===== config.mk =====
export PLATFORM = sky130hd
export DESIGN_NAME = upsample_frame_sequencer
export DESIGN_NICKNAME = d
export VERILOG_FILES = /design/src/rtl/upsample_frame_sequencer.sv
export SDC_FILE = /design/constraint.sdc
export NUM_CORES = 1
export LEC_CHECK = 0
export BUFFER_PORTS_ARGS = -buffer_cell sky130_fd_sc_hd__buf_2
export CAP_MARGIN = 20
export CORE_MARGIN = 8
export CORE_UTILIZATION = 55
export DETAILED_ROUTE_END_ITERATION = 10
export PLACE_DENSITY = 0.84
export SLEW_MARGIN = 10
export SYNTH_ARGS = -nofsm -noshare
export SYNTH_HDL_FRONTEND = slang
export SYNTH_SLANG_ARGS = --single-unit
export TNS_END_PERCENT = 30

===== constraint.sdc =====
create_clock -name clk -period 5.5 [get_ports clk]
set_clock_uncertainty 0.15 [all_clocks]
set_input_delay 0.825 -clock clk [delete_from_list [all_inputs] [get_ports clk]]
set_output_delay 0.825 -clock clk [all_outputs]
set_load 0.01 [all_outputs]

===== src/rtl/upsample_frame_sequencer.sv =====
// Frame sequencer between the upsampling datapath and the 2x BMP writer.
// Accepts packed 2x2 quads on a valid/ready stream, forwards them to the
// writer's din/vld strobe, tracks row/col, bounds each frame to
// WIDTH*HEIGHT quads and holds off the next frame until the writer is done
// and a settle gap has elapsed.
module upsample_frame_sequencer #(
  parameter int WI      = 32,
  parameter int WIDTH   = 128,
  parameter int HEIGHT  = 128,
  parameter int GAP     = 4,
  parameter int TIMEOUT = 1024
) (
  input  logic          clk,
  input  logic          rstn,
  input  logic          start,
  input  logic          cont,
  input  logic [WI-1:0] s_data,
  input  logic          s_valid,
  output logic          s_ready,
  output logic [WI-1:0] wr_din,
  output logic          wr_vld,
  input  logic          wr_frame_done,
  output logic [11:0]   row,
  output logic [11:0]   col,
  output logic          busy,
  output logic          frame_end,
  output logic [15:0]   frames_done,
  output logic          err_start,
  output logic          err_timeout
);

  localparam int WAIT_W = $clog2(TIMEOUT + 1);
  localparam int GAP_W  = $clog2(GAP + 1);

  localparam logic [11:0]       LAST_COL  = 12'(WIDTH - 1);
  localparam logic [11:0]       LAST_ROW  = 12'(HEIGHT - 1);
  localparam logic [WAIT_W-1:0] WAIT_LAST = WAIT_W'(TIMEOUT - 1);
  localparam logic [GAP_W-1:0]  GAP_LAST  = GAP_W'(GAP - 1);
  localparam logic [GAP_W-1:0]  GAP_DONE  = GAP_W'(GAP);

  typedef enum logic [1:0] {
    S_IDLE,
    S_RUN,
    S_WAIT_DONE,
    S_GAP
  } state_t;

  state_t            r_state;
  state_t            w_state_nxt;

  logic [WI-1:0]     r_wr_din;
  logic              r_wr_vld;
  logic [11:0]       r_row;
  logic [11:0]       r_col;
  logic              r_frame_end;
  logic [15:0]       r_frames_done;
  logic              r_err_start;
  logic              r_err_timeout;
  logic [WAIT_W-1:0] r_wait;
  logic [GAP_W-1:0]  r_gap;

  logic              w_accept;
  logic              w_last;
  logic              w_clear;
  logic              w_timeout;
  logic              w_retire;

  // State register
  always_ff @(posedge clk) begin
    if (!rstn) r_state <= S_IDLE;
    else       r_state <= w_state_nxt;
  end

  // Next-state decode and per-cycle event strobes
  always_comb begin
    w_state_nxt = r_state;
    w_accept    = 1'b0;
    w_last      = 1'b0;
    w_clear     = 1'b0;
    w_timeout   = 1'b0;
    w_retire    = 1'b0;
    unique case (r_state)
      S_IDLE: begin
        if (start) begin
          w_state_nxt = S_RUN;
          w_clear     = 1'b1;
        end
      end
      S_RUN: begin
        w_accept = s_valid;
        w_last   = s_valid && (r_row == LAST_ROW) && (r_col == LAST_COL);
        if (w_last) w_state_nxt = S_WAIT_DONE;
      end
      S_WAIT_DONE: begin
        if (wr_frame_done) begin
          w_state_nxt = S_GAP;
        end else if (r_wait == WAIT_LAST) begin
          w_state_nxt = S_IDLE;
          w_timeout   = 1'b1;
        end
      end
      S_GAP: begin
        // frame_end is registered, so the retire strobe fires on the last
        // gap count and the state lingers one more cycle; s_ready therefore
        // stays low through the frame_end cycle.
        if (r_gap == GAP_LAST) w_retire = 1'b1;
        if (r_gap == GAP_DONE) begin
          if (cont) begin
            w_state_nxt = S_RUN;
            w_clear     = 1'b1;
          end else begin
            w_state_nxt = S_IDLE;
          end
        end
      end
      default: w_state_nxt = S_IDLE;
    endcase
  end

  // Datapath: writer strobe, position, wait/gap counters, status and errors
  always_ff @(posedge clk) begin
    if (!rstn) begin
      r_wr_din      <= '0;
      r_wr_vld      <= 1'b0;
      r_row         <= '0;
      r_col         <= '0;
      r_frame_end   <= 1'b0;
      r_frames_done <= '0;
      r_err_start   <= 1'b0;
      r_err_timeout <= 1'b0;
      r_wait        <= '0;
      r_gap         <= '0;
    end else begin
      r_wr_vld <= w_accept;
      if (w_accept) r_wr_din <= s_data;

      if (w_clear || w_last) begin
        r_row <= '0;
        r_col <= '0;
      end else if (w_accept) begin
        if (r_col == LAST_COL) begin
          r_col <= '0;
          r_row <= r_row + 12'd1;
        end else begin
          r_col <= r_col + 12'd1;
        end
      end

      r_wait <= (r_state == S_WAIT_DONE) ? r_wait + WAIT_W'(1) : '0;
      r_gap  <= (r_state == S_GAP)       ? r_gap + GAP_W'(1)   : '0;

      r_frame_end <= w_retire;
      if (w_retire) r_frames_done <= r_frames_done + 16'd1;

      if (start && (r_state != S_IDLE)) r_err_start <= 1'b1;
      if (w_timeout) r_err_timeout <= 1'b1;
    end
  end

  assign s_ready     = (r_state == S_RUN);
  assign busy        = (r_state != S_IDLE);
  assign wr_din      = r_wr_din;
  assign wr_vld      = r_wr_vld;
  assign row         = r_row;
  assign col         = r_col;
  assign frame_end   = r_frame_end;
  assign frames_done = r_frames_done;
  assign err_start   = r_err_start;
  assign err_timeout = r_err_timeout;

endmodule


Yosys cells after proc, flatten, opt, wreduce, memory -nomap -nowiden
Index checks and enable logic that the tools add are counted.
{"block": "classes", "n_addsub": 5, "eq_ne": 12, "n_mux": 19, "bitwise_logic": 1, "reduce_logical": 11}
{"cell": "12-bit by 1-bit adder with 12-bit output, second input constant", "n": 2}
{"cell": "12-bit by 7-bit == test with 1-bit output, second input constant", "n": 2}
{"cell": "16-bit by 1-bit adder with 16-bit output, second input constant", "n": 1}
{"cell": "12-bit 2-to-1 mux", "n": 1}
{"cell": "11-bit by 1-bit adder with 11-bit output, second input constant", "n": 1}
{"cell": "11-bit by 10-bit == test with 1-bit output, second input constant", "n": 1}
{"cell": "1-bit 2-to-1 mux", "n": 11}
{"cell": "2-bit 2-to-1 mux", "n": 5}
{"cell": "2-bit one-hot mux with 4 select lines", "n": 1}
{"cell": "2-bit AND reduction", "n": 3}
{"cell": "2-bit == test, second input constant", "n": 2}
{"cell": "2-bit != test, second input constant", "n": 2}
{"cell": "4-bit AND reduction", "n": 1}
{"cell": "3-bit by 1-bit adder with 3-bit output, second input constant", "n": 1}
{"cell": "3-bit by 2-bit == test with 1-bit output, second input constant", "n": 1}
{"cell": "3-bit == test, second input constant", "n": 1}
{"cell": "1-bit logical AND", "n": 3}
{"cell": "3-bit != test, second input constant", "n": 1}
{"cell": "2-bit by 1-bit == test with 1-bit output, second input constant", "n": 1}
{"cell": "2-bit logical NOT", "n": 1}
{"cell": "2-bit by 1-bit != test with 1-bit output, second input constant", "n": 1}
{"cell": "1-bit one-hot mux with 2 select lines", "n": 1}
{"cell": "2-bit nonzero test", "n": 1}
{"cell": "2-bit OR reduction", "n": 1}
{"cell": "2 further kinds", "n": 2}
{"block": "totals", "regBits": 92, "inputBits": 38, "out_inout_bits": 78, "word_cells": 59}

Logic depth before layout (Yosys ltp)
Gate-level depths: netlist (run 1).
{"block": "logic_depth", "word_depth": 6, "mapped_depth": 8, "mapped_depth_nobuf": 7}

Worst setup path before layout (run 1)
Ideal clock, no wire load.
{"block": "synth_timing", "path_type": "reg-to-reg", "startpoint": "reg r_col[8] (netlist: col[8])", "endpoint": "reg r_row[3] (netlist: row[3])", "setup_ns": 0.115, "t_arrival_ns": 2.013, "t_required_ns": 5.235, "slack_ns": 3.222, "path_stages_with_launch": 7, "n_path_buf": 2, "synth_period_minus_slack_ns": 2.278, "cell_sequence": "dfxtp_1 or4_1 or4_1 buf_6 o31ai_4 buf_4 nor2_1"}
{"block": "synth_via", "elab_chain_len": 5, "elab_cells_between_ends": 6, "classes_between": "1 x eq/ne; 1 x mux; 4 x reduce/logical"}
{"element": "start, declared", "line_no": "54", "rtl": "logic [11:0] r_col;"}
{"element": "start signal, assigned", "line_no": "145", "rtl": "r_col <= r_col + 12'd1;"}
{"element": "12-bit by 7-bit == test with 1-bit output *", "line_no": "91, 141"}
{"element": "1-bit logical AND", "line_no": "91", "rtl": "w_last = s_valid && (r_row == LAST_ROW) && (r_col == LAST_COL);"}
{"element": "1-bit 2-to-1 mux", "line_no": "82", "rtl": "unique case (r_state)"}
{"element": "1-bit logical OR", "line_no": "137", "rtl": "if (w_clear || w_last) begin"}
{"element": "2-bit OR reduction (no source line)"}
{"element": "end signal, assigned", "line_no": "143", "rtl": "r_row <= r_row + 12'd1;"}
{"element": "end, declared", "line_no": "53", "rtl": "logic [11:0] r_row;"}
Mark *: on every way between the ends. The rest lies on a longest branch, timed or not.
A chain may end at the register's enable or synchronous reset.

Worst setup path in the final report (run 1)
Ends and elaborated chain as after synthesis.

==> results.sh, run 1 <==
export IMPL_final_critical_path_time_including_i_o_delays_and_setup_ns=2.60
export IMPL_setup_tns_final_ns=0
export IMPL_clk_pin_slew_worst_paths_ns=0.09
export IMPL_grt_setup_unrepaired="no"
export IMPL_dieArea_mm2=0.0100
export IMPL_preCtsSetupSlack_ns=2.86
export IMPL_mappedNetlistNets=503
export IMPL_post_synthesis_async_set_or_reset_flop_share_pct=0
export IMPL_crit_path_cell_trace="or4_1 > or4_1 > o31ai_4 > nor2_1"
export IMPL_critical_path_class="flop to flop"
export IMPL_synth_top_cell_area_share_pct=47.2
export IMPL_worst_r2r_cell_count=4
export IMPL_cts_inserted_buffers=9
export IMPL_cts_root_buf="clkbuf_8"
export IMPL_cts_htree_levels=3
export IMPL_max_slew_margin_pct=42.6
export IMPL_first_pass_grt_wire_length_mm=15.3
export IMPL_post_route_drc_count=0
export IMPL_place_port_buffers=115
export IMPL_tritoncts_clock_tree="built"
export IMPL_finalCoreUtilization_pct=69.0
export IMPL_r2r_setup_slk_ns=2.90
export IMPL_powerDensity_mw_per_mm2=310
export IMPL_clockBufferDepth=2
export IMPL_syn_mean_instance_area_um2=8.61
export IMPL_global_route_usage_total_pct=18.4
export IMPL_finalSetupViolCount=0
export IMPL_final_layout_size_suffix_gt1_share_pct=23.8
export IMPL_chipHeight_um=100
export IMPL_final_critical_path_setup_slack_ns=2.90
export IMPL_final_net_count=613
export IMPL_timing_critical_path_to="row[3]"
export IMPL_routabilityCongestion=0.838
export IMPL_dpl_hpwl_mm=6.78
export IMPL_mappedNetlistArea_mm2=0.00390
export IMPL_ys_top_cells_by_area="dfxtp_1 (47%), nand2_1 (9.3%), a21boi_0 (6.9%)"
export IMPL_holdBufCountCts=0
export IMPL_row_count=30
export IMPL_initial_utilization_pct=57.1
export IMPL_postCtsSetupBuffers=0
export IMPL_post_synth_most_frequent_cells="nand2_1 (97), dfxtp_1 (92), nor2_1 (37), a21boi_0 (36), xor2_1 (24)"
export IMPL_max_stage_delay_on_crit_path_ns=0.67
export IMPL_ys_seq_area_share_pct=47.2
export IMPL_synthDistinctLibCells=34
export IMPL_via_count_of_the_first_global_routing_pass=3415
export IMPL_cp_end_kind="flop"
export IMPL_worst_slew_pin_slew_ns=0.861
export IMPL_yosys_cell_count_top_type="nand2_1"
export IMPL_final_cell_count_no_fill=663
export IMPL_detail_route_vias_per_cell=5.23
export IMPL_grt_antenna_before_repair=0
export IMPL_synth_warnings=0
export IMPL_leakage_power_figure_nw=2.03
export IMPL_cts_repair_resized=0
export IMPL_insertedDiodeCount=0
export IMPL_final_max_slew_violation_count=0
export IMPL_arrival_ns=2.67
export IMPL_layout_worst_path_cycle_share_pct=47.4
export IMPL_synth_edf_count=0
export IMPL_detail_route_wl_per_cell_um=13.9
export IMPL_worst_skew_pair_late_latency_ns=0.35
export IMPL_worst_path_cell_with_the_longest_stage_delay="o31ai_4"
export IMPL_boundaryPins=116
export IMPL_maxClockFrequency_mhz=384
export IMPL_most_prevalent_standard_cell_on_the_critical_path="or4_1"
export IMPL_run_status="finished, final reports clean"
export IMPL_startpoint="col[8]"
export IMPL_clkSinkCount=92
export IMPL_ys_flop_type="dfxtp_1"
export IMPL_final_antenna_net_count=0
export IMPL_coreArea_mm2=0.00683
export IMPL_route_vias_total=3466
export IMPL_ir_drop_mv=0.172
export IMPL_min_delay_path_class="flop to flop"
export IMPL_crit_reg2reg_capture="row[3]"
export IMPL_dp_cells=647
export IMPL_drt_iter0_drc=132
export IMPL_grt_remaining_overflow=0
export IMPL_setup_worst_path_start_class="flop"
export IMPL_syn_instance_count=453
export IMPL_path_max_fanout=16
export IMPL_grt_start_max_net_pins=62
export IMPL_maxCapViolations=0
export IMPL_dieWidth_um=100
export IMPL_final_hold_violation_count=0
export IMPL_r2r_start="col[8]"
export IMPL_area_growth_syn_to_layout_pct=20.9
export IMPL_finalWirelength_mm=9.20
export IMPL_timing_critical_path_required_ns=5.56
export IMPL_yosys_register_bits=92
export IMPL_netlist_top_cell_by_area="dfxtp_1"
export IMPL_drt_first_pass_iters=5
==> area by class of cell <==
cell class              count  area (um^2)
fillers                   555         2110
multi-input cells         329         1930
flip-flops and latches     92         1840
repair buffers            118          596
clock buffers              11          131
well taps                  96          120
clock inverters             4         51.3
inverters                  13         48.8
==> logic make-up after synthesis <==
group           after synthesis  synth area share [%]
compound gates               55                  10.1
mux                           1                 0.257
fa+ha+maj                    12                  3.85
flops                        92                  47.2
buf+inv                      32                  3.37
xor+xnor                     40                  8.98
simple gates                221                  26.2
==> stage by stage <==
stage	cell area, um^2	hold WS [ns]	total power [mW]
6_report	4720	0.298	1.46
5_1_grt	4720	0.320	1.53
4_1_cts	4710	0.301	1.48
3_5_place_dp	4530	0.284	1.05
3_3_place_gp	4530	0.275	1.04
2_1_floorplan	3900	0.267	0.943
==> registers in the layout (all words and copies together), names as in the netlist, 2 cells and up <==
| name | cells |
|---|---|
| r_wait | 11 |
| frames_done | 16 |
| r_gap | 3 |
| col | 12 |
| r_state | 2 |
| wr_din | 32 |
| row | 12 |
==> how the worst min path moves through the flow <==
stage | from | endpoint | depth (start not counted)
floorplan | r_gap[0] | r_gap[0] | 1
global placement | r_wait[0] | r_wait[0] | 1
detailed placement | r_wait[0] | r_wait[0] | 1
CTS | r_wait[0] | r_wait[0] | 1
global route | r_wait[0] | r_wait[0] | 1
finish | r_wait[0] | r_wait[0] | 1
==> cell usage in the layout, fill, tap and decap left out, types with 2 or more instances in the layout <==
cell type and count:
a21boi_0 36, a21oi_1 8, and2_1 14, and3_1 6, and4_1 2, buf_2 115
buf_4 2, clkbuf_1 2, clkbuf_8 9, dfxtp_1 92, ha_1 12, inv_1 13
nand2_1 97, nand3_1 20, nand4_1 13, nor2_1 37, nor2_2 2, nor2b_1 2
nor3_1 9, nor4_1 6, o21ai_0 6, or3_1 6, or4_1 4, xnor2_1 16
xor2_1 24
==> per-layer routing <==
metal	vias to the layer above	GRT usage, %	routed length [um]
met5	-	0	0
met4	0	7.56	162
met3	17	6.57	818
met2	123	31.1	4540
met1	1602	20.5	3680
li1	1724	-	-
==> power by group <==
part | leakage [nW] | internal, mW | total, mW | switching, mW
Combinational | 1.20 | 0.105 | 0.296 | 0.191
Sequential | 0.743 | 0.708 | 0.734 | 0.0260
Clock | 0.0894 | 0.208 | 0.431 | 0.223
Total | 2.03 | 1.02 | 1.46 | 0.440
==> critical path: cells and delay by family (launching register included) <==
family             cells  cell delay, ns
DFF                    1            0.36
and+or+nand+nor        3            1.28
AOI/OAI and AO/OA      1            0.67
Power figures use the tool's default switching activity.
==> run 2, diff against run 1 <==
--- a/config.mk
+++ b/config.mk
@@ -5,12 +5,13 @@
 export SDC_FILE = /design/constraint.sdc
 export NUM_CORES = 1
 export LEC_CHECK = 0
+export ABC_AREA = 1
 export BUFFER_PORTS_ARGS = -buffer_cell sky130_fd_sc_hd__buf_2
 export CAP_MARGIN = 20
 export CORE_MARGIN = 8
-export CORE_UTILIZATION = 55
+export CORE_UTILIZATION = 52
 export DETAILED_ROUTE_END_ITERATION = 10
-export PLACE_DENSITY = 0.84
+export PLACE_DENSITY = 0.8
 export SLEW_MARGIN = 10
 export SYNTH_ARGS = -nofsm -noshare
 export SYNTH_HDL_FRONTEND = slang
==> constraint.sdc (replaced) <==
create_clock -name clk -period 2.67 [get_ports clk]
set_clock_uncertainty 0.15 [all_clocks]
set_input_delay 0.4005 -clock clk [delete_from_list [all_inputs] [get_ports clk]]
set_output_delay 0.4005 -clock clk [all_outputs]
set_load 0.01 [all_outputs]
==> run 2 against run 1 <==
Utilization fell by 5.4 points; flip-flop and latch count unchanged; wire length increased by 6.6%; largest cell class unchanged; first-iteration DRC count down 27%; synthesized area grew 3.8%; via count grew 12%; non-clock buffer count did not move.
==> results.sh, run 2 <==
export IMPL_initial_utilization_pct=52.9
export IMPL_syn_mean_instance_area_um2=7.27
export IMPL_cts_htree_levels=3
export IMPL_cpLargestDelayFamily="simple AND/OR/NAND/NOR gates"
export IMPL_yosys_register_bits=92
export IMPL_holdBufCountCts=0
export IMPL_postCtsSetupBuffers=0
export IMPL_max_slew_margin_pct=67.9
export IMPL_cp_end_kind="flop"
export IMPL_detail_route_vias_per_cell=4.99
export IMPL_powerDensity_mw_per_mm2=641
export IMPL_timing_critical_path_required_ns=2.74
export IMPL_final_hold_violation_count=0
export IMPL_synthSimpleGateAreaFrac_pct=31.4
export IMPL_chipHeight_um=104
export IMPL_detail_route_wl_per_cell_um=12.6
export IMPL_maxCapViolations=0
export IMPL_cts_repair_resized=0
export IMPL_synth_edf_count=0
export IMPL_grt_start_max_net_pins=38
export IMPL_dieArea_mm2=0.0109
export IMPL_layout_commonest_cell="nor2_1"
export IMPL_cts_inserted_buffers=9
export IMPL_cts_root_buf="clkbuf_8"
export IMPL_largest_register_ff_count=32
export IMPL_final_net_count=719
export IMPL_routed_wl_met2_mm=4.69
export IMPL_mappedNetlistArea_mm2=0.00405
export IMPL_post_route_drc_count=0
export IMPL_main_combinational_cell_family_by_area_after_synthesis="simple AND/OR/NAND/NOR gates"
export IMPL_ys_seq_area_share_pct=45.5
export IMPL_wl_met1_mm=4.21
export IMPL_global_route_usage_total_pct=17.4
export IMPL_ys_flop_type="dfxtp_1"
export IMPL_critical_path_class="flop to flop"
export IMPL_arrival_ns=2.16
export IMPL_wl_met3_um=817
export IMPL_filler_cell_count=687
export IMPL_grt_antenna_before_repair=0
export IMPL_routabilityCongestion=0.909
export IMPL_yosys_cell_count_top_type="nor2_1"
export IMPL_leakage_power_figure_nw=2.15
export IMPL_ir_drop_mv=0.414
export IMPL_tritoncts_clock_tree="built"
export IMPL_via_count_of_the_first_global_routing_pass=3744
export IMPL_row_count=32
export IMPL_final_max_slew_violation_count=0
export IMPL_clockBufferDepth=2
export IMPL_min_delay_path_class="input pin to flop"
export IMPL_dpl_cell_area_mm2=0.00469
export IMPL_place_port_buffers=115
export IMPL_clkSinkCount=92
export IMPL_number_of_buffer_and_inverter_instances_along_the_worst_setup_path=0
export IMPL_worst_skew_pair_late_latency_ns=0.34
export IMPL_area_growth_syn_to_layout_pct=20.3
export IMPL_synth_warnings=0
export IMPL_synthAdderAreaFrac_pct=3.71
export IMPL_dieWidth_um=104
export IMPL_synth_compound_area_share_pct=11.4
export IMPL_grt_remaining_overflow=0
export IMPL_synth_mux_area_fraction_pct=0
export IMPL_finalSetupViolCount=0
export IMPL_final_critical_path_time_including_i_o_delays_and_setup_ns=2.10
export IMPL_route_vias_total=3873
export IMPL_synth_xor_area_share_pct=1.30
export IMPL_drt_first_pass_iters=5
export IMPL_most_frequent_cells_in_the_layout="nor2_1 (126), buf_2 (115), nand2_1 (93)"
export IMPL_setup_worst_path_start_class="flop"
export IMPL_maxClockFrequency_mhz=477
export IMPL_post_synthesis_async_set_or_reset_flop_share_pct=0
export IMPL_r2r_setup_slk_ns=0.57
export IMPL_ys_top_cells_by_area="dfxtp_1 (45%), nor2_1 (12%), nand2_1 (8.6%)"
export IMPL_finish_instance_area_mm2=0.00487
export IMPL_netlist_top_cell_by_area="dfxtp_1"
export IMPL_worst_path_cell_with_the_longest_stage_delay="dfxtp_1"
export IMPL_crit_path_cell_trace="ha_1 > nand2_1 > nor2_1 > nand3_1 > nor2_1 > nand3_1 > nand2_2 > nor3_1"
export IMPL_boundaryPins=116
export IMPL_run_status="finished, final reports clean"
export IMPL_max_stage_delay_on_crit_path_ns=0.44
export IMPL_synthDistinctLibCells=35
export IMPL_worst_slew_pin_slew_ns=0.479
export IMPL_syn_instance_count=557
export IMPL_grt_setup_unrepaired="no"
export IMPL_synth_top_cell_area_share_pct=45.5
export IMPL_setup_tns_final_ns=0
export IMPL_path_max_fanout=23
export IMPL_mappedNetlistNets=607
export IMPL_final_layout_size_suffix_gt1_share_pct=23.3
export IMPL_top_layer_used="met4"
export IMPL_final_antenna_net_count=0
export IMPL_layout_worst_path_cycle_share_pct=78.5
export IMPL_drt_iter0_drc=96
export IMPL_post_synth_most_frequent_cells="nor2_1 (126), nand2_1 (93), dfxtp_1 (92), o21ai_0 (49), inv_1 (47)"
export IMPL_finalWirelength_mm=9.81
export IMPL_clk_pin_slew_worst_paths_ns=0.09
export IMPL_coreArea_mm2=0.00765
export IMPL_first_pass_grt_wire_length_mm=16.3
export IMPL_insertedDiodeCount=0
export IMPL_dpl_hpwl_mm=7.42
## run 2: changes by cell type after synthesis, sizes merged, moves of 5 or more
cell	delta
o21ai	+43
nor3	+10
or3	-6
nor2	+97
nand3	+5
and3	-6
nor4	-5
a21boi	-36
nand4	-6
xnor2	-15
and2	-14
inv	+35
xor2	-19
a21oi	+20
## run 2: cells by family (layout without fill, tap and decap cells)
logic type / after synthesis / in the layout
AO/OA/AOI/OAI: 87 / 87
AND/OR/NAND/NOR: 293 / 293
flip-flops: 92 / 92
XOR/XNOR: 6 / 6
adder cells (fa/ha/maj): 12 / 12
buffers and inverters: 67 / 184
## run 2: area by class of cell
| class | instances | area, um^2 | area share, % |
|---|---|---|---|
| Inverter | 50 | 190 | 3.91 |
| Clock inverter | 6 | 38.8 | 0.797 |
| Sequential cell | 92 | 1840 | 37.8 |
| Tap cell | 102 | 128 | 2.62 |
| Clock buffer | 10 | 138 | 2.83 |
| Timing Repair Buffer | 118 | 598 | 12.3 |
| Multi-Input combinational cell | 398 | 1940 | 39.7 |
## run 2: metal layers
metal | track usage [%] | up-vias
met3 | 6.82 | 10
met4 | 5.58 | 0
li1 | - | 2010
met1 | 18.9 | 1748
met2 | 30.3 | 105
met5 | 0 | -
## run 2: path summary, 6_finish.rpt
path | cells past startpoint | to | startpoint
worst max-delay path | 8 | row[6] | row[0]
worst min-delay path | 3 | wr_din[7] | s_data[7]
worst max register to register | 8 | row[6] | row[0]
worst min register to register | 1 | r_wait[0] | r_wait[0]
## run 2: power by group
group          internal (mW)  switching, mW
combinational          0.258          0.431
sequential              1.51         0.0771
clock                  0.363          0.484
## run 2: worst register-to-register path, cell delays in order, from the launching register on
cell and delay [ns]:
dfxtp_1 0.44, ha_1 0.26, nand2_1 0.09, nor2_1 0.09, nand3_1 0.12, nor2_1 0.19, nand3_1 0.13, nand2_2 0.39
nor3_1 0.12
## run 2: through the flow
step | instances | util, % | hold WS (ns) | setup WS, ns | power [mW]
after global placement | 760 | 61.4 | 0.278 | 0.679 | 2.28
final | 776 | 63.7 | 0.152 | 0.573 | 3.12
after global routing | 776 | 63.7 | 0.152 | 0.395 | 3.30
after floorplan | 557 | - | 0.267 | 0.915 | 2.05
after detailed placement | 760 | 61.4 | 0.292 | 0.631 | 2.31
after CTS | 776 | 63.7 | 0.139 | 0.573 | 3.16
